--- src/rtl/dcm_seq_pkg.sv ---
// Shared constants for the clk25->clk100 DCM lock sequencer.
// State encoding, retry width and counter sizing helper.
package dcm_seq_pkg;

  localparam logic [2:0] ST_RESET_DCM = 3'd0;
  localparam logic [2:0] ST_WAIT_LOCK = 3'd1;
  localparam logic [2:0] ST_STABLE    = 3'd2;
  localparam logic [2:0] ST_RUN       = 3'd3;
  localparam logic [2:0] ST_FAIL      = 3'd4;

  localparam int RETRY_W = 3;

  function automatic int cnt_width(input int a, input int b, input int c);
    int m;
    m = a;
    if (b > m) m = b;
    if (c > m) m = c;
    return (m < 2) ? 1 : $clog2(m);
  endfunction

  localparam int CNT_W = cnt_width(65535, 3, 16);

endpackage

--- src/rtl/dcm_lock_sequencer_sync2_ff.sv ---
// Generic two-flop synchroniser, synchronous active-high reset to 0.
// Used to bring the asynchronous DCM LOCKED into the clk25 domain.
module sync2_ff #(
  parameter int WIDTH = 1
) (
  input  logic             clk,
  input  logic             rst,
  input  logic [WIDTH-1:0] d,
  output logic [WIDTH-1:0] q
);

  logic [WIDTH-1:0] meta_q;
  logic [WIDTH-1:0] sync_q;

  always_ff @(posedge clk) begin
    if (rst) begin
      meta_q <= '0;
      sync_q <= '0;
    end else begin
      meta_q <= d;
      sync_q <= meta_q;
    end
  end

  assign q = sync_q;

endmodule

--- src/rtl/dcm_lock_sequencer.sv ---
// DCM bring-up sequencer: reset pulse, lock wait, stability check, retry.
// Define DCM_AUTO_RELOCK_EN to relock automatically on loss of lock in RUN.
module dcm_lock_sequencer
  import dcm_seq_pkg::*;
#(
  parameter int RST_HOLD_CYCLES    = 3,
  parameter int LOCK_TIMEOUT       = 65535,
  parameter int LOCK_STABLE_CYCLES = 16,
  parameter int MAX_RETRIES        = 7
) (
  input  logic       clk25,
  input  logic       rst,
  input  logic       dcm_locked,
  input  logic       relock_req,
  output logic       dcm_rst,
  output logic       sys_rst,
  output logic       ready,
  output logic       fail,
  output logic [2:0] retry_cnt
);

  localparam int CW = cnt_width(LOCK_TIMEOUT, RST_HOLD_CYCLES,
                                LOCK_STABLE_CYCLES);

  localparam logic [CW-1:0] HOLD_LAST = CW'(RST_HOLD_CYCLES - 1);
  localparam logic [CW-1:0] TO_LAST   = CW'(LOCK_TIMEOUT - 1);
  // The WAIT_LOCK cycle that first sees lock counts as the first stable one.
  localparam logic [CW-1:0] STAB_LAST =
    CW'((LOCK_STABLE_CYCLES > 1) ? LOCK_STABLE_CYCLES - 2 : 0);
  localparam logic [RETRY_W-1:0] RETRY_MAX = RETRY_W'(MAX_RETRIES);

  logic               locked_s;
  logic [2:0]         state_q, state_d;
  logic [CW-1:0]      count_q, count_d;
  logic [RETRY_W-1:0] retry_q, retry_d;
  logic               dcm_rst_q, dcm_rst_d;
  logic               sys_rst_q, sys_rst_d;
  logic               ready_q, ready_d;
  logic               fail_q, fail_d;

  sync2_ff #(
    .WIDTH(1)
  ) u_lock_sync (
    .clk(clk25),
    .rst(rst),
    .d  (dcm_locked),
    .q  (locked_s)
  );

  always_comb begin
    state_d = state_q;
    retry_d = retry_q;
    unique case (1'b1)
      (state_q == ST_RESET_DCM): begin
        if (count_q == HOLD_LAST)
          state_d = ST_WAIT_LOCK;
      end
      (state_q == ST_WAIT_LOCK): begin
        if (locked_s) begin
          state_d = ST_STABLE;
        end else if (count_q == TO_LAST) begin
          if (retry_q >= RETRY_MAX) begin
            state_d = ST_FAIL;
          end else begin
            retry_d = retry_q + 1'b1;
            state_d = ST_RESET_DCM;
          end
        end
      end
      (state_q == ST_STABLE): begin
        if (!locked_s)
          state_d = ST_WAIT_LOCK;
        else if (count_q == STAB_LAST)
          state_d = ST_RUN;
      end
      (state_q == ST_RUN): begin
        if (relock_req) begin
          state_d = ST_RESET_DCM;
          retry_d = '0;
        end else if (!locked_s) begin
`ifdef DCM_AUTO_RELOCK_EN
          state_d = ST_RESET_DCM;
`else
          state_d = ST_FAIL;
`endif
        end
      end
      (state_q == ST_FAIL): begin
        if (relock_req) begin
          state_d = ST_RESET_DCM;
          retry_d = '0;
        end
      end
      default: state_d = ST_RESET_DCM;
    endcase
  end

  always_comb begin
    count_d = count_q + 1'b1;
    if (state_d != state_q)
      count_d = '0;
    else if (state_q == ST_RUN || state_q == ST_FAIL)
      count_d = count_q;
  end

  // Moore outputs decoded from next state so they move with the state.
  always_comb begin
    dcm_rst_d = (state_d == ST_RESET_DCM);
    ready_d   = (state_d == ST_RUN);
    sys_rst_d = (state_d != ST_RUN);
    fail_d    = (state_d == ST_FAIL);
  end

  always_ff @(posedge clk25) begin
    if (rst) begin
      state_q   <= ST_RESET_DCM;
      count_q   <= '0;
      retry_q   <= '0;
      dcm_rst_q <= 1'b1;
      sys_rst_q <= 1'b1;
      ready_q   <= 1'b0;
      fail_q    <= 1'b0;
    end else begin
      state_q   <= state_d;
      count_q   <= count_d;
      retry_q   <= retry_d;
      dcm_rst_q <= dcm_rst_d;
      sys_rst_q <= sys_rst_d;
      ready_q   <= ready_d;
      fail_q    <= fail_d;
    end
  end

  assign dcm_rst   = dcm_rst_q;
  assign sys_rst   = sys_rst_q;
  assign ready     = ready_q;
  assign fail      = fail_q;
  assign retry_cnt = retry_q;

endmodule
--- config.mk ---
export PLATFORM = sky130hd
export DESIGN_NAME = dcm_lock_sequencer
export DESIGN_NICKNAME = d
export VERILOG_FILES = /design/src/rtl/dcm_seq_pkg.sv /design/src/rtl/dcm_lock_sequencer_sync2_ff.sv /design/src/rtl/dcm_lock_sequencer.sv
export SDC_FILE = /design/constraint.sdc
export NUM_CORES = 1
export LEC_CHECK = 0
export CORE_UTILIZATION = 25
export CTS_BUF_LIST = sky130_fd_sc_hd__clkbuf_8
export DETAILED_ROUTE_END_ITERATION = 8
export MAX_ROUTING_LAYER = met4
export PLACE_DENSITY = 0.41
export SLEW_MARGIN = 20
export SYNTH_ARGS = -nofsm -noshare
export SYNTH_HDL_FRONTEND = slang
export SYNTH_HIERARCHICAL = 1
export SYNTH_SLANG_ARGS = --single-unit
--- constraint.sdc ---
create_clock -name clk25 -period 2.7 [get_ports clk25]
set_clock_uncertainty 0.1 [all_clocks]
set_input_delay 0.54 -clock clk25 [delete_from_list [all_inputs] [get_ports clk25]]
set_output_delay 0.54 -clock clk25 [all_outputs]
set_load 0.005 [all_outputs]
==> results of run 1 <==
[cell usage after synthesis, drive strengths merged (2+ instances only)]
library cell  number
nand2b             3
nand3b             4
and2               2
nand4              6
nor4b              2
nand3              9
clkbuf             2
nor2              10
nand2             10
and4               4
or4                2
buf                5
and3               2
o21ai              2
xnor2             10
nor2b              3
xor2               5
a21oi              8
inv                6
nor3              26
dfxtp             28
ha                 4
[cell usage in the layout (no fill, tap or decap), drive strengths merged, types with 5 or more instances in the layout]
master          n
inv             6
nand2          10
nor2           10
xnor2          10
nand3           9
xor2            5
dfxtp          28
a21oi           8
nor3           26
nand4           6
clkdlybuf4s50  10
[metrics by stage]
stage / power (mW) / hold WS, ns / std cells / util
2_1_floorplan: 0.618 / 0.314 / 165 / -
3_3_place_gp: 0.668 / 0.327 / 244 / 0.292
3_5_place_dp: 0.669 / 0.347 / 244 / 0.292
4_1_cts: 1.01 / 0.364 / 248 / 0.305
5_1_grt: 1.06 / 0.388 / 248 / 0.305
6_report: 0.991 / 0.360 / 248 / 0.305
[worst max-delay path: cells and delay by family, from the launching register on]
kind / cells / cell delay [ns]
buffers and inverters: 2 / 0.34
and+or+nand+nor: 3 / 0.55
AOI/OAI and AO/OA: 2 / 0.47
adders and majority gates: 1 / 0.17
DFF: 1 / 0.35
[layer usage]
metal,wire [µm],part of all wire,track usage
met5,0,0,-
met2,1400,0.44,0.176
met3,91,0.029,0.0286
met4,41,0.013,0.0245
met1,1620,0.51,0.167
[power groups by stage]
stage          clock network [mW]  logic, mW  registers [mW]
2_1_floorplan                   0      0.155           0.463
3_3_place_gp                    0      0.191           0.476
3_5_place_dp                    0      0.194           0.475
4_1_cts                     0.348      0.193           0.467
5_1_grt                     0.371      0.217           0.474
6_report                    0.335      0.190           0.466
[logic make-up (layout without fill, tap and decap cells)]
family          count (synthesis)  count (layout)  share of synthesized area
flops                          28              28                      0.396
xor+xnor                       15              15                     0.0928
simple gates                   86              86                      0.336
fa+ha+maj                       4               4                     0.0354
compound gates                 19              19                     0.0964
buf+inv                        13              24                     0.0433
[how the worst max path moves through the flow]
stage,start,to,slack [ns],depth (start not counted)
finish,count_q[0],count_q[12],0.61,8
global route,count_q[0],count_q[3],0.42,8
CTS,count_q[0],count_q[12],0.58,8
detailed placement,relock_req,count_q[12],0.34,7
global placement,relock_req,count_q[2],0.40,7
floorplan,count_q[2],count_q[0],0.73,6
[area by class of cell]
type,count,area [µm²]
Clock buffer,3,41.3
Multi-Input combinational cell,124,793
Tap cell,72,90.1
Clock inverter,1,30.0
Fill cell,601,3800
Inverter,6,22.5
Sequential cell,28,561
Timing Repair Buffer,14,130
==> metrics.txt, run 1 <==
post-synthesis sequential area ratio 0.396; max cap viols 0; Post-DRT Antenna Nets 0; core area 5470 µm²; Crit. End Element register; critical path data arrival time 2.16 ns; post-synth top area share 0.396; final instance area 1670 µm²; Setup crit start kind register; vias per cell 4.82; Skew-Pair Late Insertion Delay 0.28 ns; worst-path maximum fanout 16; final WL 3150 µm; final period utilization 0.775; Overflow after GRT 0; Setup Fix Bufs, Post-CTS 0; Clock Power Share 0.338; mapped cell area 1420 µm²; Final Setup Violations 0; Worst R2R Start count_q[0]; Die W 77.2 µm; DR DRC count 0; RR Endpoint count_q[12]; ranking of synthesized cells by area dfxtp_1 40%, nor3_1 9.2%, xnor2_1 6.2%; Hold Path Origin u_lock_sync/meta_q; worst setup margin 0.607 ns; Post-DP HPWL 2310 µm; # hold bufs at CTS 0; Tightest Pin Transition 0.570 ns; RePlAce Congestion 0.776; Worst EP required 2.77 ns; outcome complete, no violations; post-synth top area cell dfxtp_1; Final Critical Period 2.09 ns; Post-Synthesis Cells 165; Net Sw Frac 0.267; synth-to-layout area growth 17.9%; # rows 27; placed cell area 1600 µm²; post-CTS sizing 0; TritonCTS buffer count 3; I/O Pins 11; full die area 5970 µm²; clk buf depth 2; Top FF cell, synth dfxtp_1; # nets final 185; Reg2Reg Depth 8; GR Util All Layers 0.120; dpl ws 0.336 ns; DR WL/cell 12.7 µm; largest net degree at the start of global routing 17; die height 77.2 µm; initial antenna violation count 0; P_sw 0.265 mW; slowest stage delay, CP 0.35 ns; Leakage 0.552 nW; Pint 0.726 mW; DR vias 1196; Syn Area/Cell 8.58 µm²; count of distinct cell types in the synthesized netlist 39; Root Driver clkbuf_8; drt first pass iters 4; max reg flops 16; CTS Sinks 28; first-pass GRT wire length 5590 µm; Peak VDD IR 0.289 mV; setup TNS 0 ns; worst hold path endpoint u_lock_sync/q; RSZ-0062 raised after global routing false; Post-synth ARST share 0; Starting Density 0.259; FF-to-FF setup slack 0.61 ns; WS Path Type reg -> reg; Fin. Hold Viols 0; worst hold path depth 1; CTS tree built; antenna diode count 0; min-delay worst type reg -> reg; Critical Path Slowest Stage Cell dfxtp_1; sequential power share 0.470; FF+latch count, synth 28; share of post-route cells with drive strength above 1 0.0739; combinational share of power 0.191; Top reg by flops count_q; syn nets 173; clock-pin transition on the worst setup and hold timing paths 0.10 ns; power per cell area 594 nW/µm²; fin. max-slew vios 0; DRT iter0 DRCs 21; H-tree depth 1; Cell Chain, Critical Path inv_1 > ha_1 > nor4b_1 > nand4_1 > o21a_1 > o31ai_4 > buf_4 > nor3_1; vias in the first global route 1109; synth warn 6; f_max 478 MHz; Post-synth EDFFs 0; PortBufs 10; worst rel slew slack 0.617
Power figures use the tool's default switching activity.
==> inputs of run 2 (changes only) <==
- clock period: 2.7 -> 2.1 ns (I/O delays scaled with it)
==> metrics.txt, run 2 (synthesized netlist as in run 1, its figures left out) <==
outcome complete, no violations; WS Path Type reg -> reg; final instance area 1790 µm² (+7.4%); full die area 5970 µm² (unchanged); share of post-route cells with drive strength above 1 0.147 (+0.0735); Top reg by flops count_q; commonest cells after routing, fill and taps aside 28 x dfxtp_1, 26 x nor3_1, 17 x buf_4; setup TNS 0 ns (unchanged); H-tree depth 1 (unchanged); DR vias 1226 (+2.5%); Final Setup Violations 0 (unchanged); largest net degree at the start of global routing 17 (unchanged); max cap viols 0 (unchanged); worst rel slew slack 0.753 (+0.136); GR Util All Layers 0.121 (+0.00110); Setup crit start kind register; # rows 27 (unchanged); PortBufs 10 (unchanged); Die W 77.2 µm (unchanged); vias in the first global route 1195 (+7.8%); drt first pass iters 4 (unchanged); DR DRC count 0 (unchanged); worst-path maximum fanout 7 (-9); max reg flops 16 (unchanged); Post-DRT Antenna Nets 0 (unchanged); Peak VDD IR 0.235 mV (-19%); placed cell area 1730 µm² (+8.6%); antenna diode count 0 (unchanged); combinational share of power 0.296 (+0.105); fin. max-slew vios 0 (unchanged); Skew-Pair Late Insertion Delay 0.27 ns (about the same); first-pass GRT wire length 5660 µm (+1.2%); die height 77.2 µm (unchanged); Overflow after GRT 0 (unchanged); final WL 3290 µm (+4.3%); critical path data arrival time 2.05 ns (-0.11 ns); Net Sw Frac 0.280 (+0.0127); Tightest Pin Transition 0.370 ns (-0.200 ns); I/O Pins 11 (unchanged); f_max 512 MHz (+7.0%); Pint 0.890 mW (+23%); RePlAce Congestion 0.763 (-1.6%); CTS tree built; Root Driver clkbuf_8; min-delay worst type reg -> reg; Final Critical Period 1.95 ns (-0.138 ns); # hold bufs at CTS 0 (unchanged); clock-pin transition on the worst setup and hold timing paths 0.09 ns (about the same); DRT iter0 DRCs 43 (+100%); # nets final 200 (+8.1%); Starting Density 0.259 (unchanged); Leakage 0.625 nW (+13%); vias per cell 4.68 (-3.0%); initial antenna violation count 0 (unchanged); DR WL/cell 12.5 µm (-1.3%); CTS Sinks 28 (unchanged); Worst Hold Slack 0.345 ns (-0.0146 ns); Design Power 1.24 mW (+25%); clk buf depth 2 (unchanged); core area 5470 µm² (unchanged); sequential power share 0.470 (about the same); Worst EP required 2.19 ns (-0.58 ns); P_sw 0.346 mW (+31%); final period utilization 0.931 (+0.156); TritonCTS buffer count 3 (unchanged); synth-to-layout area growth 26.5%; fin util 0.327 (+0.0224); commonest non-fill, non-tap cell in the layout dfxtp_1; Post-DP HPWL 2470 µm (+6.9%); Clock Power Share 0.234 (-0.104); Crit. End Element register; RSZ-0062 raised after global routing false; Fin. Hold Viols 0 (unchanged); power per cell area 690 nW/µm² (+16%)
## run 2: cell count changes in the layout (fill, tap and decap cells not counted), sizes merged
cell,previous run,this run
bufinv,1,0
buf,4,19
## run 2: per-layer routing
layer | global-route usage | vias to the layer above | share of wire | wire length (µm)
met5 | - | - | 0 | 0
met4 | 0.0377 | 0 | 0.0058 | 19
met3 | 0.0179 | 2 | 0.019 | 61
met1 | 0.164 | 576 | 0.52 | 1710
met2 | 0.186 | 8 | 0.46 | 1500
li1 | - | 640 | - | -
## run 2: worst paths after layout
path                                          from  slack [ns]       endpoint  depth (start not counted)
worst min register to register  u_lock_sync/meta_q        0.35  u_lock_sync/q                          1
worst max-delay path                    state_q[0]        0.15    count_q[14]                          6
worst min-delay path            u_lock_sync/meta_q        0.35  u_lock_sync/q                          1
worst max register to register          state_q[0]        0.15    count_q[14]                          6
## run 2: worst max-delay path: stages, from the launching register on
cell and delay, ns:
dfxtp_1 0.37, buf_4 0.18, or3b_2 0.54, and4_1 0.26, nor3b_1 0.17, xnor2_1 0.12
nor3_1 0.14
## run 2: what timing repair did
action                                 in CTS  in global routing
setup endpoints to repair                   0                 20
resized for setup                           0                  2
endpoints found under the hold margin       0                  0
setup buffers                               0                  0
## run 2: metrics by stage
stage / instances / setup WS [ns]
finish: 262 / 0.145
global route: 262 / 0.000152
CTS: 262 / 0.0592
detailed placement: 259 / -0.0146
global placement: 259 / 0.0728
floorplan: 165 / 0.126
## run 2: power by group through the flow
stage	Clock [mW]	Sequential [mW]	Combinational (mW)
4_1_cts	0.304	0.581	0.360
2_1_floorplan	0	0.595	0.199
5_1_grt	0.326	0.586	0.407
3_3_place_gp	0	0.591	0.351
3_5_place_dp	0	0.593	0.359
6_report	0.289	0.581	0.366
## run 2: layout make-up
cell class	instances	area [µm²]
Fill cell	571	3680
Multi-Input combinational cell	124	808
Sequential cell	28	561
Timing Repair Buffer	29	268
Tap cell	72	90.1
Clock buffer	3	41.3
Inverter	6	22.5
